===== config.mk =====
export PLATFORM = sky130hd
export DESIGN_NAME = mem_copy_dma
export DESIGN_NICKNAME = d
export VERILOG_FILES = /design/src/rtl/mem_copy_dma.sv
export SDC_FILE = /design/constraint.sdc
export NUM_CORES = 1
export LEC_CHECK = 0
export ABC_AREA = 1
export CAP_MARGIN = 20
export CELL_PAD_IN_SITES_DETAIL_PLACEMENT = 1
export CELL_PAD_IN_SITES_GLOBAL_PLACEMENT = 1
export CORE_ASPECT_RATIO = 0.5
export CORE_MARGIN = 2
export CORE_UTILIZATION = 31
export DETAILED_ROUTE_END_ITERATION = 6
export GPL_TIMING_DRIVEN = 0
export PLACE_DENSITY_LB_ADDON = 0.1
export SETUP_SLACK_MARGIN = 0.05
export SYNTH_ARGS = -nofsm -noshare
export SYNTH_HDL_FRONTEND = slang
export SYNTH_SLANG_ARGS = --single-unit

===== constraint.sdc =====
create_clock -name clk_i -period 2 [get_ports clk_i]
set_input_delay 0.5 -clock clk_i [delete_from_list [all_inputs] [get_ports clk_i]]
set_output_delay 0.5 -clock clk_i [all_outputs]
set_load 0.05 [all_outputs]

===== src/rtl/mem_copy_dma.sv =====
// mem_copy_dma: single-channel word copy engine. Each word is moved with one
// read cycle into an internal buffer followed by one write cycle, in
// ascending address order, with abort and a one-cycle completion pulse.

`ifndef ADDR_WIDTH
`define ADDR_WIDTH 32
`endif
`ifndef DATA_WIDTH
`define DATA_WIDTH 32
`endif
`ifndef CHIP_ENABLE
`define CHIP_ENABLE 1'b1
`endif
`ifndef WRITE_ENABLE
`define WRITE_ENABLE 1'b1
`endif

module mem_copy_dma #(
    parameter int LEN_WIDTH = 16
) (
    input  logic                   clk_i,
    input  logic                   rst_n_i,
    input  logic                   start_i,
    input  logic                   abort_i,
    input  logic [`ADDR_WIDTH-1:0] src_addr_i,
    input  logic [`ADDR_WIDTH-1:0] dst_addr_i,
    input  logic [LEN_WIDTH-1:0]   len_i,
    output logic                   busy_o,
    output logic                   done_o,
    output logic [LEN_WIDTH-1:0]   remain_o,
    output logic                   mem_ce_o,
    output logic                   mem_we_o,
    output logic [`ADDR_WIDTH-1:0] mem_addr_o,
    output logic [`DATA_WIDTH-1:0] mem_data_o,
    input  logic [`DATA_WIDTH-1:0] mem_data_i
);

    typedef enum logic [1:0] {
        IDLE  = 2'd0,
        READ  = 2'd1,
        WRITE = 2'd2,
        DONE  = 2'd3
    } state_t;

    // Clears the two low address bits so every access is word aligned.
    localparam logic [`ADDR_WIDTH-1:0] WORD_MASK = ~(`ADDR_WIDTH'(3));
    localparam logic [`ADDR_WIDTH-1:0] WORD_STEP = `ADDR_WIDTH'(4);

    state_t                   state;
    state_t                   state_nxt;
    logic [`ADDR_WIDTH-1:0]   src;
    logic [`ADDR_WIDTH-1:0]   dst;
    logic [LEN_WIDTH-1:0]     remain;
    logic [`DATA_WIDTH-1:0]   word_buf;

    // State register; reset drops straight to IDLE so no done pulse follows.
    // NOTE: sequential state uses non-blocking assignments so every register
    // samples pre-edge values regardless of block evaluation order.
    always_ff @(posedge clk_i or negedge rst_n_i) begin
        if (!rst_n_i) state <= IDLE;
        else          state <= state_nxt;
    end

    // Next-state decode: zero-length starts skip memory, abort ends in DONE.
    // NOTE: state_nxt gets a default before the case so no path can hold the
    // old value and infer a latch.
    always_comb begin
        state_nxt = state;
        case (state)
            IDLE:  if (start_i) state_nxt = (len_i != '0) ? READ : DONE;
            READ:  state_nxt = abort_i ? DONE : WRITE;
            WRITE: state_nxt = (abort_i || remain <= LEN_WIDTH'(1)) ? DONE : READ;
            DONE:  state_nxt = IDLE;
            default: state_nxt = IDLE;
        endcase
    end

    // Datapath: latch the request in IDLE, capture read data in READ, and
    // step pointers / count in WRITE (the write itself always completes).
    // NOTE: the word buffer is a single register, not a memory array, so it
    // is cleared on reset along with the address registers.
    always_ff @(posedge clk_i or negedge rst_n_i) begin
        if (!rst_n_i) begin
            src      <= '0;
            dst      <= '0;
            remain   <= '0;
            word_buf <= '0;
        end else begin
            case (state)
                IDLE: begin
                    if (start_i) begin
                        src    <= src_addr_i & WORD_MASK;
                        dst    <= dst_addr_i & WORD_MASK;
                        remain <= len_i;
                    end
                end
                READ: word_buf <= mem_data_i;
                WRITE: begin
                    src    <= src + WORD_STEP;
                    dst    <= dst + WORD_STEP;
                    remain <= remain - LEN_WIDTH'(1);
                end
                default: ;
            endcase
        end
    end

    // Output decode: memory bus idles at zero outside READ and WRITE.
    always_comb begin
        busy_o     = 1'b0;
        done_o     = 1'b0;
        mem_ce_o   = ~`CHIP_ENABLE;
        mem_we_o   = ~`WRITE_ENABLE;
        mem_addr_o = '0;
        mem_data_o = '0;
        case (state)
            READ: begin
                busy_o     = 1'b1;
                mem_ce_o   = `CHIP_ENABLE;
                mem_addr_o = src;
            end
            WRITE: begin
                busy_o     = 1'b1;
                mem_ce_o   = `CHIP_ENABLE;
                mem_we_o   = `WRITE_ENABLE;
                mem_addr_o = dst;
                mem_data_o = word_buf;
            end
            DONE: done_o = 1'b1;
            default: ;
        endcase
    end

    assign remain_o = remain;

endmodule


* Word-level counts from Yosys, hierarchy flattened
Cells that the tools add are included.
** Storage, ports and cells
- Logic and storage cells :: 35
- Output and inout port bits :: 84
- Input bits :: 116
- Register bits after elaboration :: 114
** Operators by class
- Muxes and demuxes :: 16
- Reduce and logical (&&, ||, !) cells :: 6
- Order comparisons :: 1
- Equal/unequal tests :: 4
- Add/sub/neg operators :: 3
** Operators by type and width (count)
- $pmux 32 s2 :: 3
- $mux 32 :: 3
- $add 32x3->32 const B :: 2
- $pmux 16 s2 :: 1
- $le 16x1->1 const B :: 1
- $mux 16 :: 1
- $reduce_bool 16->1 :: 1
- $sub 16x1->16 const B :: 1
- $pmux 2 s4 :: 1
- $mux 2 :: 3
- $eq 2x2->1 const B :: 2
- $mux 1 :: 4
- $eq 2x1->1 const B :: 1
- $logic_not 2->1 :: 1
- $ne 2x2->1 const B :: 1
- $reduce_and 2->1 :: 1
- $reduce_bool 2->1 :: 1
- $reduce_or 2->1 :: 1
- $logic_or 1x1->1 :: 1

* Longest topological paths before layout
- Word-level depth :: 4
- Gate-level depth with buffers :: 12
- Mapped depth without buffers :: 11

* Worst setup path before layout
OpenSTA, ideal clock, no wires.
- Path kind :: register -> output
- Start :: register state[0]
- End :: output mem_addr_o[3]
- Required time :: 1500 ps
- Setup slack :: -1039 ps
- Arrival time :: 2539 ps
- Path buffers :: 3
- Cell stages (with the launch flop) :: 8
- Cell sequence :: dfrtp_1 > inv_1 > ha_1 > buf_4 > buf_2 > buf_1 > nand2_1 > a21oi_1
** On the way
- Cells in the longest elaborated chain, start to end :: 2
- Elaborated cells on any way between the ends :: 3
- Those cells by class :: eq/ne (2); mux (1)
** Ends and longest elaborated chain
- start, declared :: line 49 : state_t state;
- start signal, assigned :: line 61 : else state <= state_nxt;
- $eq 2x2->1 / $eq 2x1->1 (equally long branches) :: line 116 : case (state)
- $pmux 32 s2 * :: line 116
- end, declared :: line 33 : output logic [`ADDR_WIDTH-1:0] mem_addr_o,
Every way passes the cells marked *; elsewhere a longest branch is shown, timed or not.

* Worst setup path after layout
- Start :: register state[1]
- End :: output mem_data_o[4]
** On the way
- Cells in the longest elaborated chain, start to end :: 2
** Ends and longest elaborated chain
- $eq 2x2->1 :: line 116
- $mux 32 :: line 116
- end, declared :: line 34 : output logic [`DATA_WIDTH-1:0] mem_data_o,
No other way between the ends.

==> impl.org <==
** Drt
- The first TritonRoute pass finished after 5 iterations.
- Number of antenna-violating nets in the routed design :: 0
- Detailed Route WL :: ~37 mm
- Post-DR wirelength/cell :: roughly 21 µm
- Using the TritonRoute via totals, the vias-per-cell ratio works out to a little over 5.
- Residual DRC :: 0
- The first routing iteration left between 600 and 700 violations.
- Via count :: roughly 8900

** Layout
- 0 antenna diodes ended up in the layout.
- Compared with the post-synthesis result, the final layout area differs by 60.65%.
- At the end of the flow the core is filled with cells to 51.14%.
- In the final layout, the share of cells above drive strength 1 is around 28%.
- Number of nets in the layout :: between 1500 and 2000

** Synthesis
- Mean Syn Cell Area :: around 6.7 µm²
- For this run, the number of Yosys warnings is 0.
- Synthesis handed over a netlist of ~1200 instances.
- Synthesized flop and latch total :: 110
- Most area-consuming cells after synthesis :: sky130_fd_sc_hd__dfrtp_1 36%, sky130_fd_sc_hd__nand2_1 20%, sky130_fd_sc_hd__nor2_1 6.0%
- The synthesized design devotes to its leading area cell type 35.77% of total area.
- Sequential elements use between 30% and 40% of the synthesized area.
- The number of different library cells used by synthesis comes to 40.
- Leading area contributor after synthesis :: sky130_fd_sc_hd__dfrtp_1
- The mapped netlist covers approximately 0.0077 mm².

** Timing
- Setup repair after global routing could not meet its margin everywhere.
- Worst setup margin :: -0.4814 ns
- Maximum frequency from static timing analysis :: about 400 MHz
- Final Hold Viols :: 0
- Max transition margin :: around 64%
- Final setup TNS :: -26.34 ns
- The clock arrives with roughly 0.011 ns of skew.
- For the pin with the worst max-slew slack, the measured transition is 0.5419 ns.
- Of the available clock period, the critical path in the final layout requires 124.1%.
- The smallest clock period supported by the final layout is computed as roughly 2.5 ns.
- The final count of pins violating max slew is 0.
- Count of endpoints failing setup in the final report :: 66

** Placement
- Post-DP HPWL :: between 20 and 30 mm
- During placement, the flow inserted port buffers numbering 193.
- Before CTS, the worst setup slack after placement is -1.011 ns.
- Routability-driven placement finished with a final weighted congestion of approximately 0.9.

** Status
- The final reports fail on setup timing.
- The run finished, with violations left.

** Worst setup path
- Element type at the critical path end :: primary output
- Along the worst path, the maximum fanout reaches 8.
- Data required time at the worst endpoint :: ~1.5 ns
- STA classifies the critical path startpoint as a register.
- Type of the worst setup path :: register to primary output
- Data arrives at the worst endpoint at 1.98 ns.

** Power and ir drop
- Sequential share of power :: around a fifth
- Gate power share :: 70.9%
- Relative contribution of the clock network to total power :: under 10%
- VDD sags by at most roughly 900 µV.
- Internal Dissipation :: roughly 11000 µW
- The analysis attributes to net switching a power of 13210 µW.
- Of the total power, the share spent switching nets is between 50 and 60%.
- Overall power consumption after layout is estimated at 24020 µW.
- Dividing total power by cell area gives a power density of about 1900 mW/mm².
- Leakage power :: 0.005398 µW

** Clocking
- In this run the clock root is driven by a sky130_fd_sc_hd__clkbuf_16.
- Maximum clock insertion buffer count :: 2
- Clock-pin transition on the worst setup and hold timing paths :: approximately 0.090 ns
- CTS tree :: yes
- Total of hold buffers inserted after clock tree synthesis :: 0
- Clock tree synthesis inserted a total of 9 buffers.
- Clock H-tree levels :: 3
- The later pin in the worst-skew pair is clocked with a latency of approximately 0.4 ns.
- Count of clock tree sinks :: 110

** Floorplanning
- Core area :: around 0.024 mm²
- Measured along the x axis, the die boundary spans 226.8 µm.
- In this run the vertical extent of the chip is between 100 and 150 µm.
- Row generation in the floorplan step produced 40 rows.
- The floorplan step defined a die boundary enclosing between 0.02 and 0.03 mm².
- Pin placement for this block handled 200 I/O pins.
- Initial standard-cell utilization of the core :: 31.83%

** Global routing
- After global routing the overflow that remains totals 0.
- Entering global routing, the biggest net connects 70 pins.
- GRT Util Overall :: approximately 28%
- Number of global-route vias before repair :: between 9000 and 10000
- The first global-routing pass estimated about 53 mm of wire.
- The initial antenna violation count was 1.

** Flow run
- Max-cap violations in this run came to 0.

** Min path
- The worst hold path belongs to the class input pin to async pin.
-- through the flow --
step	instances	area, µm²	hold slack, ns
3_3_place_gp	1680	10770	0.4927
6_report	1724	12360	0.02532
4_1_cts	1708	11600	0.03395
2_1_floorplan	1151	8421	0.2044
3_5_place_dp	1681	10800	0.4647
5_1_grt	1724	12360	0.04660
-- timing repair --
item,in CTS,in global routing
setup buffers,8,11
pin swaps,4,25
cloned,4,5
resized for setup,542,173
endpoints found under the setup margin,151,125
-- critical path: stages (launching register included) --
cell	delay, ns
sky130_fd_sc_hd__dfrtp_2	0.47
sky130_fd_sc_hd__ha_4	0.20
sky130_fd_sc_hd__buf_12	0.14
sky130_fd_sc_hd__buf_12	0.12
sky130_fd_sc_hd__buf_12	0.15
sky130_fd_sc_hd__clkbuf_16	0.17
sky130_fd_sc_hd__nand2_4	0.06
sky130_fd_sc_hd__clkinvlp_4	0.09
sky130_fd_sc_hd__buf_8	0.16
-- cell families after synthesis --
kind of cell    Yosys count  share of synthesized area (%)
mux                      33                          4.813
simple gates            658                          36.36
other cells               1                        0.04873
buf+inv                 172                          9.301
flops                   110                          35.77
fa+ha+maj                 8                          1.301
xor+xnor                  9                          1.024
compound gates          159                          11.38
-- cell type report --
| cell class | instances | area [µm²] |
|---|---|---|
| clock inverters | 7 | 91.34 |
| inverters | 119 | 581.8 |
| flip-flops and latches | 110 | 2759 |
| clock buffers | 9 | 225.2 |
| fillers | 2931 | 11810 |
| multi-input cells | 869 | 5059 |
| well taps | 336 | 420.4 |
| repair buffers | 222 | 2559 |
| plain buffers | 52 | 666.9 |
-- cells in the mapped netlist (all sizes together) --
master / count
buf: 36
clkbuf: 17
o211ai: 8
a21oi: 56
a311oi: 1
nor2: 130
inv: 119
nor3b: 2
mux2i: 1
nand3: 76
dfrtp: 110
nand2: 404
nor3: 20
conb: 1
a31oi: 7
a21boi: 10
xor2: 7
a22oi: 5
a22o: 1
xnor2: 2
nand3b: 3
o22ai: 3
mux2: 32
ha: 8
nand4: 21
o21bai: 1
o21ai: 67
or2: 2
-- worst paths after layout --
kind	from	end	slack, ns	cells after the start
max	state[1]$_DFFE_PN0P_	mem_data_o[4]	-0.48	8
min	rst_n_i	src[30]$_DFFE_PN0P_	0.03	1
max reg2reg	state[0]$_DFFE_PN0P_	dst[31]$_DFFE_PN0P_	-0.01	14
min reg2reg	word_buf[8]$_DFFE_PN0P_	word_buf[8]$_DFFE_PN0P_	0.53	1
max in group asynchronous	rst_n_i	remain_o[2]$_DFFE_PN0P_	1.21	2
min in group clk_i	word_buf[8]$_DFFE_PN0P_	word_buf[8]$_DFFE_PN0P_	0.53	1
-- power groups by stage --
stage	Sequential, µW	Clock (µW)	Combinational (µW)
after floorplan	4900	0	9180
after global placement	4720	0	13800
after detailed placement	4790	0	14100
after CTS	4770	2070	15400
after global routing	5150	2140	18000
final	4980	2020	17000
-- placed cells by master, fill, tap and decap left out, drive strengths merged, types with 2 or more instances in the layout --
| cell | n |
|---|---|
| mux2 | 32 |
| buf | 126 |
| a31oi | 7 |
| xor2 | 7 |
| nand3 | 76 |
| clkdlybuf4s50 | 110 |
| a21oi | 56 |
| xnor2 | 2 |
| nor2 | 130 |
| o22ai | 3 |
| a21boi | 10 |
| nor3 | 20 |
| clkdlybuf4s15 | 2 |
| inv | 90 |
| nand4 | 21 |
| o211ai | 8 |
| or2 | 2 |
| ha | 8 |
| conb | 2 |
| nor3b | 2 |
| a22oi | 5 |
| dfrtp | 110 |
| o21ai | 67 |
| clkbuf | 29 |
| nand3b | 3 |
| clkinvlp | 32 |
| nand2 | 404 |
| dlygate4sd2 | 15 |
| clkinv | 4 |
-- registers in the layout, indices dropped and copies added (netlist names) --
| name | cells |
|---|---|
| word_buf | 32 |
| dst | 30 |
| src | 30 |
| remain_o | 16 |
| state | 2 |
-- routing by layer --
metal / vias up / global-route usage (%) / wire length (µm)
met5: - / 0 / 0
met4: 0 / 8.553 / 682
met3: 44 / 5.827 / 1945
met2: 225 / 43.69 / 16690
met1: 4421 / 38.06 / 17290
li1: 4165 / - / -
Power figures use the tool's default switching activity.
